--- src/rtl/multi_cycle_control_unit.sv ---
// Control FSM for a multi-cycle CPU: sequences IF/ID/EXE/MEM/WB, one state per clock,
// and drives the datapath enables and mux selects, with jump, memory-ready wait and halt.
module multi_cycle_control_unit #(
    parameter int unsigned OPCODE_W    = 6,
    parameter int unsigned ALUOP_W     = 3,
    parameter bit          MEM_WAIT_EN = 1'b1
) (
    input  logic                CLK,
    input  logic                Reset,
    input  logic [OPCODE_W-1:0] opcode,
    input  logic                zero,
    input  logic                MemReady,
    output logic [2:0]          State,
    output logic                PCWre,
    output logic [1:0]          PCSrc,
    output logic                IRWre,
    output logic                InsMemRW,
    output logic                ExtSel,
    output logic                RegOut,
    output logic                RegWre,
    output logic                ALUSrcB,
    output logic [ALUOP_W-1:0]  ALUOp,
    output logic                ALUM2Reg,
    output logic                DataMemRW,
    output logic                Halted
);

    localparam logic [OPCODE_W-1:0] OpAdd  = OPCODE_W'(6'b000000);
    localparam logic [OPCODE_W-1:0] OpSub  = OPCODE_W'(6'b000001);
    localparam logic [OPCODE_W-1:0] OpAddi = OPCODE_W'(6'b000010);
    localparam logic [OPCODE_W-1:0] OpOr   = OPCODE_W'(6'b010000);
    localparam logic [OPCODE_W-1:0] OpAnd  = OPCODE_W'(6'b010001);
    localparam logic [OPCODE_W-1:0] OpOri  = OPCODE_W'(6'b010010);
    localparam logic [OPCODE_W-1:0] OpMove = OPCODE_W'(6'b100000);
    localparam logic [OPCODE_W-1:0] OpSw   = OPCODE_W'(6'b100110);
    localparam logic [OPCODE_W-1:0] OpLw   = OPCODE_W'(6'b100111);
    localparam logic [OPCODE_W-1:0] OpBeq  = OPCODE_W'(6'b110000);
    localparam logic [OPCODE_W-1:0] OpJ    = OPCODE_W'(6'b111000);
    localparam logic [OPCODE_W-1:0] OpHalt = OPCODE_W'(6'b111111);

    localparam logic [ALUOP_W-1:0] AluAdd = ALUOP_W'(3'b000);
    localparam logic [ALUOP_W-1:0] AluSub = ALUOP_W'(3'b001);
    localparam logic [ALUOP_W-1:0] AluOr  = ALUOP_W'(3'b011);
    localparam logic [ALUOP_W-1:0] AluAnd = ALUOP_W'(3'b100);

    localparam logic [1:0] PcNext   = 2'b00;
    localparam logic [1:0] PcJump   = 2'b10;

    typedef enum logic [2:0] {
        StIf   = 3'b000,
        StId   = 3'b001,
        StExe  = 3'b010,
        StMem  = 3'b011,
        StWb   = 3'b100,
        StHalt = 3'b101
    } state_e;

    state_e state_q, state_d;

    logic [ALUOP_W-1:0] exe_aluop;
    logic               exe_alusrcb;
    logic               exe_extsel;
    logic               op_known;
    logic               is_sw;
    logic               is_lw;
    logic               is_beq;
    logic               mem_done;

    always_ff @(posedge CLK) begin
        if (!Reset) begin
            state_q <= StIf;
        end else begin
            state_q <= state_d;
        end
    end

    // ALU controls per opcode; these are held from EXE through MEM/WB.
    always_comb begin
        exe_aluop   = AluAdd;
        exe_alusrcb = 1'b0;
        exe_extsel  = 1'b0;
        op_known    = 1'b1;
        case (opcode)
            OpAdd, OpMove: begin
                exe_extsel = 1'b1;
            end
            OpAddi, OpSw, OpLw: begin
                exe_alusrcb = 1'b1;
                exe_extsel  = 1'b1;
            end
            OpSub, OpBeq: begin
                exe_aluop  = AluSub;
                exe_extsel = 1'b1;
            end
            OpOri: begin
                exe_aluop   = AluOr;
                exe_alusrcb = 1'b1;
            end
            OpAnd: begin
                exe_aluop = AluAnd;
            end
            OpOr: begin
                exe_aluop = AluOr;
            end
            default: begin
                op_known = 1'b0;
            end
        endcase
    end

    assign is_sw    = (opcode == OpSw);
    assign is_lw    = (opcode == OpLw);
    assign is_beq   = (opcode == OpBeq);
    assign mem_done = !MEM_WAIT_EN || MemReady;

    always_comb begin
        state_d   = state_q;
        State     = state_q;
        PCWre     = 1'b0;
        PCSrc     = PcNext;
        IRWre     = 1'b0;
        InsMemRW  = 1'b0;
        ExtSel    = 1'b0;
        RegOut    = 1'b0;
        RegWre    = 1'b0;
        ALUSrcB   = 1'b0;
        ALUOp     = AluAdd;
        ALUM2Reg  = 1'b0;
        DataMemRW = 1'b0;
        Halted    = 1'b0;

        unique case (state_q)
            StIf: begin
                IRWre   = 1'b1;
                state_d = StId;
            end
            StId: begin
                if (opcode == OpHalt) begin
                    state_d = StHalt;
                end else if (opcode == OpJ) begin
                    PCWre   = 1'b1;
                    PCSrc   = PcJump;
                    state_d = StIf;
                end else if (op_known) begin
                    state_d = StExe;
                end else begin
                    // Undefined opcode retires as a NOP.
                    PCWre   = 1'b1;
                    state_d = StIf;
                end
            end
            StExe: begin
                ALUOp   = exe_aluop;
                ALUSrcB = exe_alusrcb;
                ExtSel  = exe_extsel;
                if (is_beq) begin
                    PCWre   = 1'b1;
                    PCSrc   = {1'b0, zero};
                    state_d = StIf;
                end else if (is_sw || is_lw) begin
                    state_d = StMem;
                end else begin
                    state_d = StWb;
                end
            end
            StMem: begin
                ALUOp     = AluAdd;
                ALUSrcB   = 1'b1;
                ExtSel    = 1'b1;
                DataMemRW = is_sw;
                if (mem_done) begin
                    if (is_lw) begin
                        state_d = StWb;
                    end else begin
                        PCWre   = 1'b1;
                        state_d = StIf;
                    end
                end
            end
            StWb: begin
                ALUOp    = exe_aluop;
                ALUSrcB  = exe_alusrcb;
                ExtSel   = exe_extsel;
                RegWre   = 1'b1;
                PCWre    = 1'b1;
                RegOut   = !((opcode == OpAddi) || (opcode == OpOri) || is_lw);
                ALUM2Reg = is_lw;
                state_d  = StIf;
            end
            StHalt: begin
                Halted = 1'b1;
            end
            default: begin
                state_d = StIf;
            end
        endcase

        // Outputs are forced quiet while reset is held, whatever the state register holds.
        if (!Reset) begin
            State     = 3'b000;
            PCWre     = 1'b0;
            PCSrc     = PcNext;
            IRWre     = 1'b0;
            ExtSel    = 1'b0;
            RegOut    = 1'b0;
            RegWre    = 1'b0;
            ALUSrcB   = 1'b0;
            ALUOp     = AluAdd;
            ALUM2Reg  = 1'b0;
            DataMemRW = 1'b0;
            Halted    = 1'b0;
        end
    end

endmodule
--- config.mk ---
export PLATFORM = sky130hd
export DESIGN_NAME = multi_cycle_control_unit
export DESIGN_NICKNAME = d
export VERILOG_FILES = /design/src/rtl/multi_cycle_control_unit.sv
export SDC_FILE = /design/constraint.sdc
export NUM_CORES = 1
export LEC_CHECK = 0
export BUFFER_PORTS_ARGS = -buffer_cell sky130_fd_sc_hd__buf_2
export CAP_MARGIN = 20
export CORE_AREA = 3 3 40 42
export CTS_CLUSTER_SIZE = 14
export DETAILED_ROUTE_END_ITERATION = 12
export DIE_AREA = 0 0 43 45
export HOLD_SLACK_MARGIN = 0.15
export PLACE_DENSITY_LB_ADDON = 0.2
export REMOVE_ABC_BUFFERS = 1
export SLEW_MARGIN = 15
export SYNTH_ARGS = -nofsm -noshare
export SYNTH_HDL_FRONTEND = slang
export SYNTH_SLANG_ARGS = --single-unit
export TNS_END_PERCENT = 5
--- constraint.sdc ---
create_clock -name CLK -period 1.5 [get_ports CLK]
set_input_delay 0.15 -clock CLK [delete_from_list [all_inputs] [get_ports CLK]]
set_output_delay 0.15 -clock CLK [all_outputs]
set_load 0.01 [all_outputs]
# Word-level counts from Yosys, hierarchy flattened
# Cells that the tools add are included.
# W data, S select, Z words.
[word_totals]
ff_bits = 3
in_bits = 10
out_inout_bits = 18
wordCells = 76
[op_classes]
n_mux = 44
n_reduce_logical = 13
bitwise_logic = 1
eq_ne = 17
[op_table]
columns = ["cell", "n"]
rows = [
  ["$eq A6 B6 Y1 const B", 6],
  ["$mux W1", 25],
  ["$mux W3", 8],
  ["$eq A6 B5 Y1 const B", 3],
  ["$pmux W3 S5", 1],
  ["$mux W2", 5],
  ["$reduce_or A10 Y1", 1],
  ["$pmux W3 S3", 1],
  ["$reduce_or A7 Y1", 1],
  ["$eq A3 B2 Y1 const B", 2],
  ["$eq A3 B3 Y1 const B", 2],
  ["$eq A6 B1 Y1 const B", 1],
  ["$eq A6 B2 Y1 const B", 1],
  ["$logic_not A6 Y1", 1],
  ["$reduce_or A2 Y1", 3],
  ["$pmux W1 S2", 2],
  ["$pmux W1 S4", 1],
  ["$pmux W2 S2", 1],
  ["$reduce_or A4 Y1", 1],
  ["$eq A3 B1 Y1 const B", 1],
  ["$logic_not A3 Y1", 1],
  ["$logic_or A1 B1 Y1", 3],
  ["$ne A2 B2 Y1 const B", 1],
  ["$reduce_and A2 Y1", 1],
  ["other kinds (2)", 2],
]

# Longest topological paths before layout
[logic_depth]
word_depth = 8
mapped_depth = 5
depth_no_buf = 4

# Least setup slack after synthesis
# OpenSTA, ideal clock, no wires.
[synth_timing]
path_type = "register -> output"
startpoint = "register state_q[1]"
endpoint = "output port ALUOp[2]"
path_buffers = 1
stages_incl_launch_ff = 6
arrival_ns = 1.427
required_ns = 1.350
slack_ns = -0.077
path_cell_list = "dfxtp_1 > buf_2 > and2b_2 > o2111ai_1 > or2_1 > nor4b_1"
[synth_between]
elab_chain_len = 4
elab_cells_between_ends = 5
classes_between = "eq/ne (2); mux (2); reduce/logical (1)"
[synth_rtl]
columns = ["element", "line_no", "rtl"]
rows = [
  ["start: declaration", "58", "state_e state_q, state_d;"],
  ["start signal: assignment", "71", "state_q <= StIf;"],
  ["start signal: assignment", "73", "state_q <= state_d;"],
  ["$eq A3 B2 Y1 or $eq A3 B3 Y1 (tied branches)", "132", "unique case (state_q)"],
  ["$reduce_or A2 Y1 (no source line) *", "-", ""],
  ["$mux W3 *", "132", ""],
  ["$mux W3 *", "199", "if (!Reset) begin"],
  ["end: declaration", "22", "output logic [ALUOP_W-1:0] ALUOp,"],
]
# Every way passes the cells marked *; elsewhere a longest branch is shown, timed or not.

# Worst setup path after layout
[layout_timing]
startpoint = "register state_q[2]"
endpoint = "output port ALUOp[2]"
# The elaborated chain is that of the path after synthesis.

==> metrics.csv <==
metric,value,unit
status,finished with violations,
failing checks,setup timing,
Die W,43,um
max FFs per register,3,
kind of critical path,reg2out,
Sequential Power Share,22.9,%
fraction of layout instances using a drive strength above 1,48.8,%
Top reg by flops,state_q,
Die Ht,45,um
max incr delay on CP,0.35,ns
Yosys warning total,0,
CP endpoint kind,output port,
synthesized area per cell,6.50,um^2
crit-path leading delay family,simple AND/OR/NAND/NOR gates,
# Post-CTS Setup Buffers,0,
crit-path cells,and2b_2 > o2111ai_2 > or2_1 > nor4b_2 > buf_2,
Worst R2R Setup Slack,0.19,ns
Finished Layout Cells,140,
"Hold Violations, Final",0,
setup violators final,7,
Synth Cell Area,559,um^2
Unique masters post-synth,38,
DRC viols,0,
Main synth FF type,dfxtp_1,
Setup crit start kind,register,
post-route antenna net violation count,0,
NumNets Final,136,
clock group share of total power,38.1,%
Worst-path clk slew,0.04,ns
CP Depth,5,
pin count of the biggest net entering global routing,10,
hold endpoint,state_q[1],
switching pwr,0.130,mW
placed cell area,783,um^2
"EDFF count, synth",0,
All-Layer GR Usage,19.0,%
placed insts,136,
gpl congestion,0.765,
post-DP HPWL,1300,um
clock insertion delay at the later pin of the skew report,0.23,ns
first-pass GRT wire length,2950,um
Final Max Slew Viols,0,
Worst path slowest cell,dfxtp_4,
Max Root-Sink Buffers,2,
initial antenna violation count,0,
final wirelength,1810,um
"critical path fanouts, max",5,
Sw Share,34.0,%
root buffer cell,clkbuf_4,
design area,871,um^2
total grt overflow,0,
startpoint of the worst register-to-register path,state_q[2],
Max Fclk,0.574,GHz
row count,13,
Boundary Pins,28,
initial core utilization,43.5,%
combinational power share,39.0,%
Seq cells post-synth,3,
final worst path period need,1.74,ns
n_diodes,0,
Final Cycle Share,116,%
CTS Buf Count,3,
Mapped Cells,86,
Max Cap Viol,0,
Area Overhead vs Synth,55.7,%
vias in the first global route,732,
Max VDD drop,0.301,mV
Clock Skews,0.00644,ns
Largest regs,state_q (3),
DR iter-0 viols,18,
Initial DRT Pass Iterations,4,
CTS tree,done,
"Req. time, crit path",1.35,ns
via density per instance,5.49,
Pint,0.252,mW
Pwr per Cell Area,438,nW/um^2
hold path depth,4,
die area,1940,um^2
hold path startpoint,MemReady,
WHS,0.309,ns
H-tree levels,1,
asr flop ratio synth,0,%
total number of vias,769,
post-synthesis sequential area ratio,10.7,%
critical path arrival,1.59,ns
R2R cell count,5,
unrepaired setup endpoints after global routing,true,
Port Buf Inserts,26,
Hold Buf Count CTS,0,
CP bufs+invs,1,
CTS Sinks,3,
core area,1280,um^2
Pleak,0.439,nW
WL per Instance,12.9,um
worst min path class,in2reg,
setup slack after layout,-0.243,ns
R2R Path End,state_q[2],
[metal layers]
metal	global-route usage (%)	share of wire (%)
met3	1.59	6.0
met5	0	0
met1	22.5	41
met4	5.42	0.55
met2	36.5	52
[stage by stage]
| step | worst slack, ns | total power, mW | TNS (ns) | utilization (%) |
|---|---|---|---|---|
| final | -0.243 | 0.382 | -0.803 | 67.8 |
| after global routing | -0.320 | 0.404 | -1.40 | 67.8 |
| after CTS | -0.207 | 0.378 | -0.953 | 66.3 |
| after detailed placement | -0.0720 | 0.225 | -0.164 | 61.0 |
| after global placement | -0.0686 | 0.222 | -0.120 | 61.0 |
| after floorplan | -0.0726 | 0.147 | -0.0726 | - |
[power groups by stage]
stage	sequential [mW]	clock, mW	combinational (mW)
final	0.0874	0.145	0.149
after global routing	0.0882	0.152	0.163
after CTS	0.0886	0.145	0.144
after detailed placement	0.0902	0	0.135
after global placement	0.0902	0	0.131
after floorplan	0.0925	0	0.0544
[synth_stat cells (2+ instances only)]
library cell / n / area share (%)
and3_1: 2 / 2.2
nor2_1: 11 / 7.4
nor2b_1: 4 / 4.5
a21oi_1: 3 / 2.7
a211o_1: 2 / 3.1
and2_1: 3 / 3.4
or4b_1: 2 / 3.6
nor3_1: 3 / 2.7
o21ba_2: 2 / 3.6
nand2_1: 8 / 5.4
inv_1: 5 / 3.4
nand2b_1: 2 / 2.2
buf_2: 3 / 2.7
buf_4: 2 / 2.7
dfxtp_1: 3 / 11
nor3b_1: 2 / 2.7
nand3_1: 4 / 3.6
o21ai_0: 4 / 3.6
a31oi_1: 2 / 2.2
[cell usage in the layout, fill, tap and decap left out, types with 2 or more instances in the layout]
master and count:
and3_1 2, o21ai_0 4, dfxtp_4 2, and2_1 3, buf_4 16, nor2b_1 2
nand2_1 7, buf_2 26, nor2b_2 2, clkbuf_4 3, nor3_1 2, a21oi_1 3
a211o_1 2, nand3_1 4, inv_1 5, nor2_1 11, nand2b_1 2, o21ba_2 2
[repair_timing]
action | 4_1_cts | 5_1_grt
pin swaps | 2 | 0
resized for setup | 13 | 4
endpoints found under the setup margin | 9 | 10
[area by class of cell]
cell class / count / area [um^2]
tap: 15 / 18.8
multi-input combinational: 71 / 488
sequential: 3 / 68.8
clock buffer: 4 / 26.3
timing repair buffer: 42 / 250
inverter: 5 / 18.8
fill: 123 / 414
[how the worst max path moves through the flow]
| stage | endpoint | startpoint |
|---|---|---|
| final | ALUOp[2] | state_q[2] |
| after CTS | ALUOp[2] | state_q[2] |
| after global routing | ALUOp[2] | state_q[2] |
| after detailed placement | ALUOp[2] | state_q[1] |
| after floorplan | ALUOp[2] | state_q[1] |
| after global placement | ALUOp[2] | state_q[1] |
[worst min-delay path, delay by kind of cell]
family / cells / cell delay [ns]
buffers and inverters: 1 / 0.09
AND/OR/NAND/NOR: 1 / 0.05
AO/OA/AOI/OAI: 2 / 0.21
[kinds of logic (layout without fill, tap and decap cells)]
family	count (synthesis)	count (layout)	share of synthesized area, %
compound gates	20	20	26.4
buf+inv	12	51	11.4
flops	3	3	10.7
mux	1	1	1.79
other cells	1	1	0.670
simple gates	49	49	49.0
Note: power is estimated with default switching activity, not from simulation.
